### src/rtl/liafn_pkg.sv
// Shared types and default constants for the leaky-integrate-and-fire sweep scheduler.
// The update datapath and the scheduler both import this package.
package liafn_pkg;

   typedef enum logic [1:0] {
      ST_IDLE   = 2'd0,
      ST_UPDATE = 2'd1,
      ST_DONE   = 2'd2
   } sweep_state_e;

   localparam int DEF_NUM_NEURONS     = 8;
   localparam int DEF_LEAK_SHIFT      = 3;
   localparam int DEF_FIRE_THRESHOLD  = 200;
   localparam int DEF_DELTA_THRESHOLD = 10;

   localparam int STATE_W = 8;
   localparam int CUR_W   = 8;
   // Delta spans -(255>>LEAK_SHIFT)..255, so 9 signed bits never overflow.
   localparam int DELTA_W = 9;
   localparam int SUM_W   = 10;

endpackage

### src/rtl/liafn_update_unit.sv
// Combinational LIF step for one neuron: leak, integrate, saturate, fire and delta detection.
// Produces the value to write back plus the event fields.
module liafn_update_unit
   import liafn_pkg::*;
#(
   parameter int LEAK_SHIFT      = DEF_LEAK_SHIFT,
   parameter int FIRE_THRESHOLD  = DEF_FIRE_THRESHOLD,
   parameter int DELTA_THRESHOLD = DEF_DELTA_THRESHOLD
) (
   input  logic [STATE_W-1:0]        old_state,
   input  logic [CUR_W-1:0]          cur,
   output logic [STATE_W-1:0]        store_state,
   output logic signed [DELTA_W-1:0] delta,
   output logic                      fire,
   output logic                      evt
);

   localparam logic [STATE_W-1:0]        FIRE_TH  = STATE_W'(FIRE_THRESHOLD);
   localparam logic signed [DELTA_W-1:0] DELTA_TH = DELTA_W'(DELTA_THRESHOLD);

   logic [SUM_W-1:0]   sum;
   logic [STATE_W-1:0] new_state;

   always_comb begin
      sum         = SUM_W'(old_state) - SUM_W'(old_state >> LEAK_SHIFT) + SUM_W'(cur);
      new_state   = (sum > SUM_W'(255)) ? {STATE_W{1'b1}} : sum[STATE_W-1:0];
      fire        = (new_state >= FIRE_TH);
      delta       = $signed({1'b0, new_state}) - $signed({1'b0, old_state});
      // A firing neuron always reports, even when its delta is negative.
      evt         = fire || (delta >= DELTA_TH);
      store_state = fire ? '0 : new_state;
   end

endmodule

### src/rtl/liafn_sweep_scheduler.sv
// Sweeps NUM_NEURONS virtual LIF neurons through one shared update unit, one per cycle,
// emitting delta/fire events on a valid/ready stream whose backpressure stalls the sweep.
module liafn_sweep_scheduler
   import liafn_pkg::*;
#(
   parameter int  NUM_NEURONS     = DEF_NUM_NEURONS,
   parameter int  LEAK_SHIFT      = DEF_LEAK_SHIFT,
   parameter int  FIRE_THRESHOLD  = DEF_FIRE_THRESHOLD,
   parameter int  DELTA_THRESHOLD = DEF_DELTA_THRESHOLD,
   localparam int IDX_W           = $clog2(NUM_NEURONS)
) (
   input  logic                      clk,
   input  logic                      rst_n,
   input  logic                      tick,
   output logic                      busy,
   output logic                      sweep_done,
   output logic                      overrun,
   input  logic                      cur_we,
   input  logic [IDX_W-1:0]          cur_addr,
   input  logic [CUR_W-1:0]          cur_data,
   input  logic [IDX_W-1:0]          state_rd_addr,
   output logic [STATE_W-1:0]        state_rd_data,
   output logic                      evt_valid,
   input  logic                      evt_ready,
   output logic [IDX_W-1:0]          evt_idx,
   output logic signed [DELTA_W-1:0] evt_delta,
   output logic                      evt_fire
);

   // Event stream: an event transfers on any rising edge where evt_valid && evt_ready;
   // while evt_valid && !evt_ready the event fields are held unchanged.

   sweep_state_e              state_q, state_d;
   logic [IDX_W-1:0]          idx_q, idx_d;
   logic [CUR_W-1:0]          cur_q [NUM_NEURONS];
   logic [CUR_W-1:0]          cur_d [NUM_NEURONS];
   logic [STATE_W-1:0]        mem_q [NUM_NEURONS];
   logic [STATE_W-1:0]        mem_d [NUM_NEURONS];
   logic                      evt_valid_q, evt_valid_d;
   logic [IDX_W-1:0]          evt_idx_q, evt_idx_d;
   logic signed [DELTA_W-1:0] evt_delta_q, evt_delta_d;
   logic                      evt_fire_q, evt_fire_d;
   logic                      overrun_q, overrun_d;

   logic                      process;
   logic [STATE_W-1:0]        upd_store;
   logic signed [DELTA_W-1:0] upd_delta;
   logic                      upd_fire;
   logic                      upd_evt;

   liafn_update_unit #(
      .LEAK_SHIFT      (LEAK_SHIFT),
      .FIRE_THRESHOLD  (FIRE_THRESHOLD),
      .DELTA_THRESHOLD (DELTA_THRESHOLD)
   ) u_update (
      .old_state   (mem_q[idx_q]),
      .cur         (cur_q[idx_q]),
      .store_state (upd_store),
      .delta       (upd_delta),
      .fire        (upd_fire),
      .evt         (upd_evt)
   );

   always_comb begin
      state_d     = state_q;
      idx_d       = idx_q;
      cur_d       = cur_q;
      mem_d       = mem_q;
      evt_valid_d = evt_valid_q;
      evt_idx_d   = evt_idx_q;
      evt_delta_d = evt_delta_q;
      evt_fire_d  = evt_fire_q;
      overrun_d   = tick && (state_q != ST_IDLE);
      // A neuron may only be processed if its possible event has somewhere to go.
      process     = (state_q == ST_UPDATE) && (!evt_valid_q || evt_ready);

      unique case (state_q)
         ST_IDLE: begin
            if (tick) begin
               state_d = ST_UPDATE;
               idx_d   = '0;
            end
         end
         ST_UPDATE: begin
            if (process) begin
               idx_d = idx_q + IDX_W'(1);
               if (idx_q == IDX_W'(NUM_NEURONS - 1)) begin
                  state_d = ST_DONE;
               end
            end
         end
         ST_DONE: state_d = ST_IDLE;
         default: state_d = ST_IDLE;
      endcase

      if (process) begin
         mem_d[idx_q] = upd_store;
      end
      // The update above reads the pre-write current, so a colliding write lands next sweep.
      if (cur_we) begin
         cur_d[cur_addr] = cur_data;
      end

      if (process && upd_evt) begin
         evt_valid_d = 1'b1;
         evt_idx_d   = idx_q;
         evt_delta_d = upd_delta;
         evt_fire_d  = upd_fire;
      end else if (evt_valid_q && evt_ready) begin
         evt_valid_d = 1'b0;
      end
   end

   always_ff @(posedge clk or negedge rst_n) begin
      if (!rst_n) begin
         state_q     <= ST_IDLE;
         idx_q       <= '0;
         cur_q       <= '{default: '0};
         mem_q       <= '{default: '0};
         evt_valid_q <= 1'b0;
         evt_idx_q   <= '0;
         evt_delta_q <= '0;
         evt_fire_q  <= 1'b0;
         overrun_q   <= 1'b0;
      end else begin
         state_q     <= state_d;
         idx_q       <= idx_d;
         cur_q       <= cur_d;
         mem_q       <= mem_d;
         evt_valid_q <= evt_valid_d;
         evt_idx_q   <= evt_idx_d;
         evt_delta_q <= evt_delta_d;
         evt_fire_q  <= evt_fire_d;
         overrun_q   <= overrun_d;
      end
   end

   assign busy          = (state_q != ST_IDLE);
   assign sweep_done    = (state_q == ST_DONE);
   assign overrun       = overrun_q;
   assign state_rd_data = mem_q[state_rd_addr];
   assign evt_valid     = evt_valid_q;
   assign evt_idx       = evt_idx_q;
   assign evt_delta     = evt_delta_q;
   assign evt_fire      = evt_fire_q;

endmodule

### config.mk
export PLATFORM = sky130hd
export DESIGN_NAME = liafn_sweep_scheduler
export DESIGN_NICKNAME = d
export VERILOG_FILES = /design/src/rtl/liafn_pkg.sv /design/src/rtl/liafn_update_unit.sv /design/src/rtl/liafn_sweep_scheduler.sv
export SDC_FILE = /design/constraint.sdc
export NUM_CORES = 1
export LEC_CHECK = 0
export BUFFER_PORTS_ARGS = -buffer_cell sky130_fd_sc_hd__buf_2
export CAP_MARGIN = 20
export CORE_MARGIN = 8
export CORE_UTILIZATION = 45
export DETAILED_ROUTE_END_ITERATION = 10
export GPL_ROUTABILITY_DRIVEN = 0
export PLACE_DENSITY = 0.65
export SYNTH_ARGS = -nofsm -noshare
export SYNTH_HDL_FRONTEND = slang
export SYNTH_SLANG_ARGS = --single-unit
export TNS_END_PERCENT = 50
### constraint.sdc
create_clock -name clk -period 9.5 [get_ports clk]
set_input_delay 0.95 -clock clk [delete_from_list [all_inputs] [get_ports clk]]
set_output_delay 0.95 -clock clk [all_outputs]
set_load 0.01 [all_outputs]
# Yosys cells after proc, flatten, opt, wreduce, memory -nomap -nowiden
# Index checks and enable logic that the tools add are counted.
word_totals:
  register_bits: 148
  in_bits: 19
  output_inout_bits: 25
  elab_cells: 85
op_classes:
  add_sub_neg: 4
  order_cmp: 8
  n_eq_ne: 6
  mux: 26
  bitwise: 3
  reduce_logical: 15
op_table:
  columns: ["cell", "count"]
  rows:
  - ["$bwmux 64", 2]
  - ["$mux 8", 10]
  - ["$bmux 8 s3", 3]
  - ["$demux 8 s3", 2]
  - ["$ge 4x4->1 const B", 3]
  - ["$not 3->4", 3]
  - ["$add 10x8->10", 1]
  - ["$gt 10x8->1 const B", 1]
  - ["$ge 9x5->1 const B", 1]
  - ["$sub 8x5->9", 1]
  - ["$sub 8x8->9", 1]
  - ["$ge 8x8->1 const B", 1]
  - ["$lt 4x1->1 const B", 2]
  - ["$logic_and 1x1->1", 6]
  - ["$mux 2", 3]
  - ["$mux 3", 2]
  - ["$pmux 3 s2", 1]
  - ["$reduce_and 3->1", 2]
  - ["$reduce_bool 2->1", 3]
  - ["$ne 2x2->1 const B", 2]
  - ["$pmux 2 s2", 1]
  - ["$add 3x1->3 const B", 1]
  - ["$eq 3x3->1 const B", 1]
  - ["$eq 2x1->1 const B", 1]
  - ["6 further kinds", 8]

# Depth between registers and ports, before layout
logic_depth:
  word_depth: 13
  ltp_mapped: 34
  ltp_nobuf: 30

# By module
# From an unflattened synthesis, not the netlist that was laid out.
hier_totals:
  hier_cells: 616
  hier_area_um2: 8604.5
modules_own_cells:
  columns: ["module", "n_inst", "cells_each", "area_per_inst_um2", "seq_area_each_um2"]
  rows:
  - ["liafn_sweep_scheduler", 1, 451, 7377.1, 3703.6]
  - ["liafn_update_unit", 1, 165, 1227.4, 0.0]

# Worst setup path after synthesis
# Ideal clock, no wire load.
synth_path:
  path_kind: "register to register"
  from: "register idx_q[2]"
  to: "register evt_delta_q[5], in the netlist evt_delta[5]"
  setup_time_ps: 125
  arrival_time_ps: 7304
  required_time_ps: 9375
  slack_ps: 2071
  path_stages_with_launch: 33
  path_buffers: 7
  synth_period_minus_slack_ps: 7429
  path_cell_list: "dfrtp_1 buf_2 buf_2 buf_1 buf_1 mux4_2 mux2i_1 ha_1 nor2b_1 o21ai_0 nand2b_1 a21o_1 a21o_1 xnor2_1 ha_1 clkbuf_1 o21ai_0 a22oi_1 a31oi_1 mux2_2 nor2b_1 buf_2 inv_1 ha_1 nor2b_1 o31a_1 or4b_2 o311ai_0 nor4_1 nor3_1 o21a_1 buf_6 mux2_4"
synth_between:
  elab_chain_cells: 12
  elab_cells_between_ends: 16
  cone_classes: "add/sub: 3; order compare: 3; mux: 7; bitwise: 1; reduce/logical: 2"
synth_lines:
  columns: ["item", "line_no", "source"]
  rows:
  - ["start: declaration", "liafn_sweep_scheduler.sv:34", "logic [IDX_W-1:0] idx_q, idx_d;"]
  - ["start signal: assignment", "liafn_sweep_scheduler.sv:127", "idx_q <= idx_d;"]
  - ["$not 3->4 (not written as such) (*)", "liafn_sweep_scheduler.sv:56, liafn_sweep_scheduler.sv:57", null]
  - ["$bmux 8 s3", "liafn_sweep_scheduler.sv:56", ".old_state (mem_q[idx_q]),"]
  - ["$mux 8 (not written as such) (2 in series)", "liafn_sweep_scheduler.sv:56", null]
  - ["$sub 8x5->9", "liafn_update_unit.sv:25", "sum = SUM_W'(old_state) - SUM_W'(old_state >> LEAK_SHIFT) + SUM_W'(cur);"]
  - ["$add 10x8->10", "liafn_update_unit.sv:25", null]
  - ["$gt 10x8->1", "liafn_update_unit.sv:26", "new_state = (sum > SUM_W'(255)) ? {STATE_W{1'b1}} : sum[STATE_W-1:0];"]
  - ["$mux 8", "liafn_update_unit.sv:26", null]
  - ["$sub 8x8->9", "liafn_update_unit.sv:28", "delta = $signed({1'b0, new_state}) - $signed({1'b0, old_state});"]
  - ["$ge 9x5->1", "liafn_update_unit.sv:30", "evt = fire || (delta >= DELTA_TH);"]
  - ["$logic_or 1x1->1", "liafn_update_unit.sv:30", null]
  - ["$logic_and 1x1->1", "liafn_sweep_scheduler.sv:104", "if (process && upd_evt) begin"]
  - ["end signal: assignment", "liafn_sweep_scheduler.sv:132", "evt_delta_q <= evt_delta_d;"]
  - ["end: declaration", "liafn_sweep_scheduler.sv:41", "logic signed [DELTA_W-1:0] evt_delta_q, evt_delta_d;"]
# Every way passes the cells marked *; elsewhere a longest branch is shown, timed or not. The select of a mux whose other input is x is not followed.
# A chain may end at the register's enable or synchronous reset.

# Final worst setup path
layout_path:
  from: "register idx_q[1]"
  to: "register evt_delta_q[3], in the netlist evt_delta[3]"
# The elaborated chain is that of the path after synthesis.

==> impl_metrics.toml <==
[status]
status = "finished, final reports clean"

[place]
placed_area_sq_mm = 0.008884
portBuffers = 43
post-dp-hpwl_um = 14670

[worst_setup_path]
crit_top_cell = "nor2b_1"
required_ps = 9810
cp-start-kind = "register"
cp-end-kind = "register"
critPathTopFamily = "compound AO/OA/AOI/OAI gates"
timing.critical_path.slowest_cell_delay_ps = 670
reg2reg_depth = 29
crit_arrival_ps = 8890
rrSetupSlack_ps = 920
critPathMaxFanout = 28
crit_slowest_cell = "dfrtp_2"
worst-setup-path-type = "reg -> reg"
worst-path-buf-inv = 3
r2r-end = "evt_delta[3]$_DFFE_PN0P_"
worstReg2RegStart = "idx_q[1]$_DFFE_PN0P_"

[sta]
min_period_ps = 8577
clock_skew_ps = 10.07
hold_viol_final = 0
max_freq_mhz = 116.6
setup_tns_ps = 0
relSlewSlack_pct = 34.59
finalSetupViolCount = 0
finalMaxSlewViolations = 0
rsz0062_at_grt = "false"
worst_pin_slew_ps = 975.8
fin_crit_sh_pct = 90.29

[synth]
synth_area_leaders = "dfrtp_1 (44%), mux2_2 (18%), mux4_2 (8.3%)"
synthFlopType = "dfrtp_1"
syn_avg_cell_area_sq_um = 12.24
synth_top_area_cell = "dfrtp_1"
yosysTopAreaCellShare_pct = 44.10
synth_edf_count = 0
synthCells = 686
yosysWarnings = 0
synth.distinct_cells = 58
syn_nets = 732
yosysSeqAreaShare_pct = 44.10
ys_ff_latch = 148
synth_area_sq_mm = 0.008398
async_flop_share_pct = 100.0

[drt]
wirelength_um = 20930
drt_iter0_drc = 496
drtAntennaViolNets = 0
wl_per_cell_um = 21.45
vias = 5876
drt_pass1_iterations = 5
drc_errors = 0
via_per_inst = 6.020

[global_route]
use_met3_pct = 3.914
grt_max_degree = 105
first_global_vias = 6168
grt_overflow = 0
antenna_found_initial = 0
grt_use_met2_pct = 29.43
grt_busiest_layer = "met2"
grt_pass1_wl_um = 34310
grt_use_total_pct = 18.57
use_met1_pct = 24.51

[hold_path]
min_to = "state_q[0]$_DFFE_PN0P_"
min_path_cells = 1
worstHoldStart = "state_q[1]$_DFFE_PN0P_"
min_path_type = "reg -> reg"

[run]
drv_cap = 0

[clock_network]
cts_sinks = 148
cts_hold_buf = 0
clock_latency_ps = 430
cts-root-buf = "clkbuf_16"
cts_tree = "done"
htree_levels = 4
cts_setup_buffers = 0
post_cts_resized = 0
path_clk_slew_ps = 60
cts_buffer_depth = 2
cts_buffers = 17

[layout]
regArea_sq_mm = 0.003706
nets = 775
drive_gt1_share_pct = 36.39
multi_input_area_sq_mm = 0.004476
finish.instance_area_sq_mm = 0.009535
area_growth_pct = 13.54
fillers = 1557
diodes = 0

[floorplanning]
die_x_um = 152.6
die_area_sq_mm = 0.02329
core-area_sq_mm = 0.01852
rows = 50
start_util_pct = 45.35
die_h_um = 152.6
pin_count = 44
[worst register-to-register path, delay by kind of cell, from the launching register on]
family	cells	cell delay, ps
AO/OA/AOI/OAI	11	3020
XOR/XNOR	1	130
adder cells (fa/ha/maj)	3	1000
buffers and inverters	3	730
flip-flops	1	670
multiplexers	2	760
AND/OR/NAND/NOR	9	2150
[routing by layer]
metal,vias up,wire length (um)
li1,2662,-
met1,3008,9481
met5,-,0
met3,30,1120
met2,176,9904
met4,0,427
[through the flow]
step / std cells / hold slack [ps] / util (%) / worst slack, ps
detailed placement: 944 / 477.4 / 47.97 / 981.6
global route: 976 / 516.8 / 51.49 / 307.1
global placement: 944 / 462.6 / 47.97 / 1369
CTS: 976 / 486.0 / 51.49 / 929.4
floorplan: 686 / 444.1 / - / 2071
finish: 976 / 483.5 / 51.49 / 922.5
[flip-flops by register name, summed over array words and instances, names as in the netlist]
| signal | cells |
|---|---|
| cur_q | 64 |
| evt_delta | 9 |
| evt_fire | 1 |
| evt_idx | 3 |
| evt_valid | 1 |
| idx_q | 3 |
| mem_q | 64 |
| overrun | 1 |
| state_q | 2 |
[Yosys cell counts (all sizes together), types with 6 or more instances]
cell	n
buf	14
nand3	7
a221oi	6
a22oi	8
inv	28
and2	6
mux4	31
a21o	6
nand2	22
nor2	34
a21oi	14
o21a	7
o31ai	8
nand2b	10
clkbuf	16
o22ai	7
xnor2	7
dfrtp	148
o21ai	23
nor2b	18
mux2i	20
mux2	141
ha	24
nor3	18
[logic make-up (layout without fill, tap and decap cells)]
family	count (synthesis)	after routing	share of synthesized area, %
adders and majority gates	27	27	4.291
and+or+nand+nor	141	141	9.059
xor gates and xnor gates	9	9	0.9387
muxes	192	192	29.78
DFF	148	148	44.10
AOI/OAI and AO/OA	111	111	9.103
buffers and inverters	58	114	2.726
[placed cells by master (no fill, tap or decap), types with 3 or more instances in the layout]
master / instances
buf_2: 42
a21o_1: 6
bufinv_16: 5
nand2_1: 22
mux4_2: 31
dfrtp_1: 146
a22oi_1: 8
o22ai_1: 7
or2_2: 3
o31a_1: 3
clkinvlp_4: 3
inv_6: 4
o31ai_1: 8
clkbuf_16: 17
a22o_1: 4
xnor2_1: 7
o21a_1: 7
nand2b_1: 10
nor2b_1: 18
nand3_1: 6
mux2_2: 137
nor2_1: 34
and2_1: 6
buf_4: 11
mux2_4: 4
or3_1: 3
o211ai_1: 4
a211oi_1: 3
inv_1: 28
fa_1: 3
nor3_1: 17
ha_1: 24
a221oi_1: 6
a31oi_1: 5
nand4b_1: 4
mux2i_1: 20
o21ai_0: 23
a21oi_1: 14
[final cells by class]
cell class / count / share of cell area [%]
multi-input cells: 480 / 46.94
flip-flops and latches: 148 / 38.87
clock buffers: 17 / 4.461
repair buffers: 54 / 3.189
well taps: 234 / 3.070
clock inverters: 15 / 2.375
inverters: 28 / 1.102
[how the worst max path moves through the flow]
| stage | startpoint | cells past startpoint | end |
|---|---|---|---|
| 3_5_place_dp | idx_q[1]$_DFFE_PN0P_ | 29 | evt_delta[3]$_DFFE_PN0P_ |
| 4_1_cts | idx_q[1]$_DFFE_PN0P_ | 29 | evt_delta[3]$_DFFE_PN0P_ |
| 2_1_floorplan | idx_q[2]$_DFFE_PN0P_ | 32 | evt_delta[5]$_DFFE_PN0P_ |
| 6_report | idx_q[1]$_DFFE_PN0P_ | 29 | evt_delta[3]$_DFFE_PN0P_ |
| 5_1_grt | idx_q[1]$_DFFE_PN0P_ | 29 | evt_delta[3]$_DFFE_PN0P_ |
| 3_3_place_gp | idx_q[1]$_DFFE_PN0P_ | 29 | evt_delta[3]$_DFFE_PN0P_ |
Power is left out: the tool's default activity adds up to more than one toggle a clock period on the data nets, which glitch-free logic cannot reach.
